`src/rtl/dynpart_pkg.sv`:
```
// Shared types and helpers for the dynamic-partition trace generator and its checkers.
package dynpart_pkg;

  localparam int unsigned DEF_CNT_W   = 3;
  localparam int unsigned DEF_PHASE_W = 2;

  typedef struct packed {
    logic [DEF_CNT_W-1:0]   cnt;
    logic [DEF_PHASE_W-1:0] phase;
  } trace_state_t;

  function automatic logic states_equal(input trace_state_t a, input trace_state_t b);
    return (a.cnt == b.cnt) && (a.phase == b.phase);
  endfunction

endpackage

```
`src/rtl/trace_step.sv`:
```
// Combinational transition relation T(cnt, phase) of the dynamic-partition trace.
module trace_step
  import dynpart_pkg::*;
#(
  parameter int unsigned CNT_W   = DEF_CNT_W,
  parameter int unsigned PHASE_W = DEF_PHASE_W
) (
  input  logic [CNT_W-1:0]   cnt,
  input  logic [PHASE_W-1:0] phase,
  output logic [CNT_W-1:0]   nxt_cnt,
  output logic [PHASE_W-1:0] nxt_phase
);

  logic inc;

  // Counter advances when the Johnson phase's end bits agree; wraps modulo 2^CNT_W.
  assign inc       = (phase[0] == phase[PHASE_W-1]);
  assign nxt_cnt   = cnt + CNT_W'(inc);
  assign nxt_phase = {phase[PHASE_W-2:0], ~phase[PHASE_W-1]};

endmodule

```
`src/rtl/partition_trace_gen.sv`:
```
// Streams the trace from a loaded initial state until it returns to that state or hits MAX_STEPS.
module partition_trace_gen
  import dynpart_pkg::*;
#(
  parameter int unsigned CNT_W     = DEF_CNT_W,
  parameter int unsigned PHASE_W   = DEF_PHASE_W,
  parameter int unsigned MAX_STEPS = 20,
  localparam int unsigned STEP_W   = $clog2(MAX_STEPS + 1)
) (
  input  logic               clk,
  input  logic               rst_n,
  input  logic               start,
  input  logic [CNT_W-1:0]   init_cnt,
  input  logic [PHASE_W-1:0] init_phase,
  output logic               busy,
  output logic               out_valid,
  input  logic               out_ready,
  output logic [CNT_W-1:0]   out_cnt,
  output logic [PHASE_W-1:0] out_phase,
  output logic [STEP_W-1:0]  out_step,
  output logic               done,
  output logic               cycle_found,
  output logic [STEP_W-1:0]  cycle_len
);

  typedef enum logic [1:0] {StIdle, StEmit, StFin} state_e;

  state_e               state;
  logic [CNT_W-1:0]     init_cnt_q;
  logic [PHASE_W-1:0]   init_phase_q;
  logic [CNT_W-1:0]     nxt_cnt;
  logic [PHASE_W-1:0]   nxt_phase;
  logic [STEP_W-1:0]    step_inc;
  logic                 fire;
  logic                 back_to_init;

  trace_step #(
    .CNT_W   (CNT_W),
    .PHASE_W (PHASE_W)
  ) u_trace_step (
    .cnt       (out_cnt),
    .phase     (out_phase),
    .nxt_cnt   (nxt_cnt),
    .nxt_phase (nxt_phase)
  );

  assign fire         = out_valid & out_ready;
  assign step_inc     = out_step + STEP_W'(1);
  assign back_to_init = (nxt_cnt == init_cnt_q) && (nxt_phase == init_phase_q);

  always_ff @(posedge clk) begin
    if (!rst_n) begin
      state        <= StIdle;
      busy         <= 1'b0;
      out_valid    <= 1'b0;
      done         <= 1'b0;
      cycle_found  <= 1'b0;
      cycle_len    <= '0;
      out_cnt      <= '0;
      out_phase    <= '0;
      out_step     <= '0;
      init_cnt_q   <= '0;
      init_phase_q <= '0;
    end else begin
      done <= 1'b0;
      unique case (state)
        StIdle: begin
          if (start) begin
            init_cnt_q   <= init_cnt;
            init_phase_q <= init_phase;
            out_cnt      <= init_cnt;
            out_phase    <= init_phase;
            out_step     <= '0;
            out_valid    <= 1'b1;
            busy         <= 1'b1;
            cycle_found  <= 1'b0;
            cycle_len    <= '0;
            state        <= StEmit;
          end
        end
        StEmit: begin
          if (fire) begin
            if (back_to_init) begin
              // The returning initial state is reported via cycle_len, never emitted.
              cycle_found <= 1'b1;
              cycle_len   <= step_inc;
              out_valid   <= 1'b0;
              done        <= 1'b1;
              state       <= StFin;
            end else if (step_inc == STEP_W'(MAX_STEPS)) begin
              out_valid <= 1'b0;
              done      <= 1'b1;
              state     <= StFin;
            end else begin
              out_cnt   <= nxt_cnt;
              out_phase <= nxt_phase;
              out_step  <= step_inc;
            end
          end
        end
        StFin: begin
          busy  <= 1'b0;
          state <= StIdle;
        end
        default: state <= StIdle;
      endcase
    end
  end

endmodule

```
`config.mk`:
```
export PLATFORM = sky130hd
export DESIGN_NAME = partition_trace_gen
export DESIGN_NICKNAME = d
export VERILOG_FILES = /design/src/rtl/dynpart_pkg.sv /design/src/rtl/trace_step.sv /design/src/rtl/partition_trace_gen.sv
export SDC_FILE = /design/constraint.sdc
export NUM_CORES = 1
export LEC_CHECK = 0
export ABC_AREA = 0
export CAP_MARGIN = 5
export CORE_AREA = 2 2 55 57
export CTS_CLUSTER_SIZE = 30
export DETAILED_ROUTE_END_ITERATION = 8
export DIE_AREA = 0 0 57 59
export PLACE_DENSITY = 0.81
export SLEW_MARGIN = 20
export SYNTH_ARGS = -nofsm -noshare
export SYNTH_HDL_FRONTEND = slang
export SYNTH_HIERARCHICAL = 1
export SYNTH_SLANG_ARGS = --single-unit
```
`constraint.sdc`:
```
create_clock -name clk -period 3.15 [get_ports clk]
set_clock_uncertainty 0.2 [all_clocks]
set_input_delay 0.315 -clock clk [delete_from_list [all_inputs] [get_ports clk]]
set_output_delay 0.315 -clock clk [all_outputs]
set_load 0.03 [all_outputs]
```
---- Word-level counts from Yosys, hierarchy flattened ----
Index checks and enable logic that the tools add are counted.
storage, ports and cells
  flip-flop bits (word level) ............. 26
  bits of input ports ..................... 9
  logic and storage cells ................. 73
  output and inout bits ................... 19
operators by class
  add/subtract/negate cells ............... 2
  bitwise operators ....................... 2
  reductions and logical operators ........ 11
  muxes and demuxes ....................... 35
  eq/ne operators ......................... 12
operator list
  cell                   number
  $mux W5                6
  $pmux W5 S2            2
  $mux W2                8
  $mux W3                4
  $ne A2 B2 Y1 const B   5
  $mux W1                9
  $pmux W2 S2            2
  $reduce_and A4 Y1      2
  $pmux W1 S2            3
  $pmux W3 S2            1
  $reduce_and A3 Y1      2
  $add A5 B1 Y5 const B  1
  $eq A5 B5 Y1 const B   1
  $reduce_and A5 Y1      1
  $reduce_and A2 Y1      2
  $reduce_bool A2 Y1     2
  $add A3 B1 Y3          1
  $eq A3 B3 Y1           1
  $ne A3 B3 Y1 const B   1
  $eq A2 B1 Y1 const B   1
  $eq A2 B2 Y1           1
  $eq A2 B2 Y1 const B   1
  $logic_not A2 Y1       1
  $and A1 B1 Y1          1
  3 further kinds        3

---- Logic depth before layout (Yosys ltp) ----
  word-level depth ........................ 7
  mapped depth ............................ 9
  depth with buffers taken out ............ 8

---- Hierarchy ----
The synthesis kept the hierarchy.
modules (own cells, without submodules)
  module               seq. area each (um^2)  cells each  area an instance (um^2)  instances
  partition_trace_gen  520.5                  143         1290.0                   1
  trace_step           0.0                    6           53.8                     1

---- Worst setup path after synthesis ----
No wires, ideal clock.
  path kind ............................... register to register
  start point ............................. register out_phase[1]
  end point ............................... register cycle_len[0]
  required time ........................... 2878 ps
  path slack .............................. 740 ps
  library setup time ...................... 72 ps
  buffers on the path ..................... 0
  arrival time ............................ 2138 ps
  period minus slack after synthesis ...... 2410 ps
  cell stages (with the launch flop) ...... 9
  cells stage by stage .................... dfxtp_1 -> xnor2_1 -> ha_1 -> ha_1 -> xor2_1 -> xor2_1 -> nor3_4 -> a31oi_2 -> mux2i_1
on the way
  cells in the longest elaborated chain, start to end .. 6
  elaborated cells between the ends (all ways) .. 8
  those cells by class .................... add/sub (1); eq/ne (4); bitwise (1); reduce/logical (2)
RTL lines
  what                         line                       RTL
  from (decl)                  partition_trace_gen.sv:19  output logic [PHASE_W-1:0] out_phase,
  from (signal assigned)       partition_trace_gen.sv:72  out_phase <= init_phase;
  from (signal assigned)       partition_trace_gen.sv:96  out_phase <= nxt_phase;
  $eq A1 B1 Y1                 trace_step.sv:17           assign inc = (phase[0] == phase[PHASE_W-1]);
  $add A3 B1 Y3                trace_step.sv:18           assign nxt_cnt = cnt + CNT_W'(inc);
  net nxt_cnt[2]               partition_trace_gen.sv:31  logic [CNT_W-1:0] nxt_cnt;
  $eq A3 B3 Y1                 partition_trace_gen.sv:49  assign back_to_init = (nxt_cnt == init_cnt_q) && (nxt_phase == init_phase_q);
  $logic_and A1 B1 Y1          partition_trace_gen.sv:49
  $ne A2 B2 Y1 (no line)       --
  $reduce_and A4 Y1 (no line)  --
  to (signal assigned)         partition_trace_gen.sv:86  cycle_len <= step_inc;
  to (decl)                    partition_trace_gen.sv:23  output logic [STEP_W-1:0] cycle_len
The timed path passes the listed nets, and every way through them passes these cells.
A chain may end at the register's enable or synchronous reset.

---- Final worst setup path ----
  start point ............................. register out_phase[0]
  end point ............................... register cycle_len[4]
Same word-level chain as after synthesis.

==> summary.md <==
| Metric | Value |
|---|---|
| Required time at the worst-slack endpoint | `3.20 ns` |
| Post-route design area | `1643 µm²` |
| RSZ-0062 raised after global routing | `false` |
| Total Wirelength | `2749 µm` |
| Number of H-tree levels | `1` |
| Pre-CTS setup slack | `0.7104 ns` |
| Vias per cell | `5.593` |
| Max-slew violation total from the final report | `0` |
| Overflow left after global routing | `0` |
| Synthesized Nets | `161` |
| Primary FF master, synth | `dfxtp_1` |
| Crit path cell chain | `xnor2_1 -> ha_1 -> ha_1 -> xor2_1 -> xor2_1 -> nor3_4 -> a31oi_2 -> mux2i_1` |
| Fraction of registers with async set or reset after synthesis | `0%` |
| First-pass GRT wire length | `4588 µm` |
| Number of hold buffers added after cts | `0` |
| Seq/Total Area, Yosys | `38.73%` |
| Max Cap Violations | `0` |
| Peak VDD IR | `0.0003697 V` |
| Number of failing setup endpoints in the final timing report | `0` |
| Number of nets in the layout | `187` |
| Timing startpoint of the critical path | `out_phase[0]$_SDFFE_PN0P_` |
| Fin Setup TNS | `0 ns` |
| CP Depth | `8` |
| CP max stage cell | `a31oi_2` |
| Inserted Clock Buffers | `3` |
| Clk pin slew, worst setup/hold paths | `0.13 ns` |
| Count of routing violations after the opening detailed-route iteration | `25` |
| Hpwl dp | `2121 µm` |
| Number of hold-slack violations in the final timing report | `0` |
| Width of the die | `57 µm` |
| Cell type with the highest aggregate area in the netlist | `dfxtp_1` |
| Post-route fraction of the period consumed by the critical path | `78.20%` |
| Achievable frequency | `406.0 MHz` |
| Critical register-to-register path startpoint | `out_phase[0]$_SDFFE_PN0P_` |
| Area used by multi-input combinational logic | `768.2 µm²` |
| Root Driver | `clkbuf_4` |
| Crit path buf inv count | `0` |
| Routed vias | `1141` |
| Largest buffer count on any clock path | `2` |
| Data arrival time of the critical path | `2.52 ns` |
| Sequential cell area | `520.5 µm²` |
| Clock Latency Late Sink | `0.31 ns` |
| Slowest stage delay, CP | `0.49 ns` |
| Most common cell after layout, fill and taps aside | `nand2_1` |
| Core box area | `2710 µm²` |
| Largest driver fanout on the critical path | `8` |
| Commonest non-fill, non-tap cells in the layout | `nand2_1, clkdlybuf4s50_1, dfxtp_1` |
| Via count of the first global-routing pass | `1039` |
| Global router's overall resource usage | `17.58%` |
| Static power due to leakage | `0.6512 nW` |
| Count of unique library cells instantiated by Yosys | `37` |
| Crit Path Category | `reg -> reg` |
| Final Critical Period | `2.463 ns` |
| CTS tree | `built` |
| Ports | `28` |
| Die area | `3363 µm²` |
| Final Wtd Congestion | `0.8439` |
| Total of fill cells in the finished design | `270` |
| Remaining antenna violation count | `0` |
| Chip height | `59 µm` |
| Mean instance size in the synthesized netlist | `9.019 µm²` |
| Fraction of layout cells with a size suffix above 1 | `9.249%` |
| DRC violations left | `0` |
| Drt pass-1 iters | `4` |
| CTS resizes | `0` |
| Number of cells produced by synthesis | `149` |
| Family with the most delay on the worst path | `XOR/XNOR gates` |
| Worst min-delay path category | `reg -> reg` |
| Number of clock sinks | `26` |
| Cell area power density | `425.4 nW/µm²` |
| Synthesis warning total | `6` |
| Area growth from synthesis to final layout | `22.25%` |
| Standard-cell row count | `19` |
| Average wire per cell in the routed design | `13.48 µm` |
| Minimum setup slack in the final design | `0.6868 ns` |
| Number of register bits inferred by synthesis | `26` |
| Starting density of the core | `49.58%` |
| Type of origin of the critical path | `flop` |
| Top cell type's share of synthesized area | `38.73%` |
| # Post-CTS Setup Buffers | `0` |
| Antenna violations before repair | `0` |
| Area of placed instances | `1620 µm²` |
| EDFF count, synth | `0` |
| Diodes inserted | `0` |
| Maximum number of pins on one net before global-route repair | `31` |
| Endpoint class of the critical path | `flop` |
| Port-buffer cells | `27` |
| Slew margin rel. | `64.09%` |
| Transition time of the tightest slew-check pin | `0.5370 ns` |
| Start point of the worst min-delay path | `cycle_found$_SDFFE_PN0P_` |
| Most area-consuming cells after synthesis | `dfxtp_1, nand2_1, mux2i_1, xor2_1, mux2_2` |
| Worst hold path cell count | `2` |
| Worst Reg-to-Reg Cells | `8` |
| Run status | `complete, no violations` |
| Area of the mapped netlist | `1344 µm²` |
cells in the mapped netlist, types with 2 or more instances:
master,count
nand2_1,35
dfxtp_1,26
mux2i_1,12
a21oi_1,8
xor2_1,8
nand3_1,7
mux2_2,5
o22ai_1,5
a211oi_1,3
clkbuf_1,3
ha_1,3
inv_1,3
a2111oi_0,2
a31oi_1,2
buf_2,2
nand2b_1,2
or2_2,2
xnor2_1,2
metal layers:
metal,track usage [%],vias up,share of wire (%)
met5,0,-,0
met4,5.980,0,0.73
met3,2.183,4,4.8
met2,31.86,30,51
met1,21.61,528,43
li1,-,579,-
final cells by class:
type | count | share of cell area (%)
clock buffers | 3 | 1.371
inverters | 4 | 0.9139
repair buffers | 28 | 16.91
flip-flops and latches | 26 | 31.68
multi-input cells | 112 | 46.76
well taps | 31 | 2.361
sequential cells by signal, summed over array words and instances (netlist names):
| register | flops |
|---|---|
| cycle_len | 5 |
| out_step | 5 |
| init_cnt_q | 3 |
| out_cnt | 3 |
| init_phase_q | 2 |
| out_phase | 2 |
| state | 2 |
| busy | 1 |
| cycle_found | 1 |
| done | 1 |
| out_valid | 1 |
worst reg2reg max path: cells and delay by family, from the launching register on:
kind | cells | cell delay, ns
DFF | 1 | 0.44
muxes | 1 | 0.25
xor gates and xnor gates | 3 | 0.56
adders and majority gates | 2 | 0.36
AOI/OAI and AO/OA | 1 | 0.49
and+or+nand+nor | 1 | 0.10
cell families (layout without fill, tap and decap cells):
kind of cell             after synthesis  in the layout  synth area share (%)
XOR/XNOR                              10             10                 6.518
flip-flops                            26             26                 38.73
adder cells (fa/ha/maj)                3              3                 2.794
multiplexers                          17             17                 13.13
buffers and inverters                 11             35                 4.097
AND/OR/NAND/NOR                       57             57                 21.88
AO/OA/AOI/OAI                         25             25                 12.85
power breakdown:
group	leakage [nW]	internal (mW)	switching, mW
Combinational	0.425	0.0843	0.114
Sequential	0.212	0.347	0.0168
Clock	0.0138	0.0448	0.0922
per-stage QoR:
step / total power, mW / hold slack (ns) / utilization (%) / instances
floorplan: 0.5138 / 0.2461 / - / 149
global placement: 0.5618 / 0.2383 / 59.79 / 201
detailed placement: 0.5689 / 0.2492 / 59.79 / 201
finish: 0.6988 / 0.2634 / 60.62 / 204
global route: 0.7411 / 0.2946 / 60.62 / 204
CTS: 0.7041 / 0.2686 / 60.62 / 204
final timing paths:
path / endpoint / slack [ns]
min reg2reg: cycle_found$_SDFFE_PN0P_ / 0.26
max reg2reg: cycle_len[4]$_SDFFE_PN0P_ / 0.69
min: cycle_found$_SDFFE_PN0P_ / 0.26
max: cycle_len[4]$_SDFFE_PN0P_ / 0.69
(Power assumes the default switching activity.)
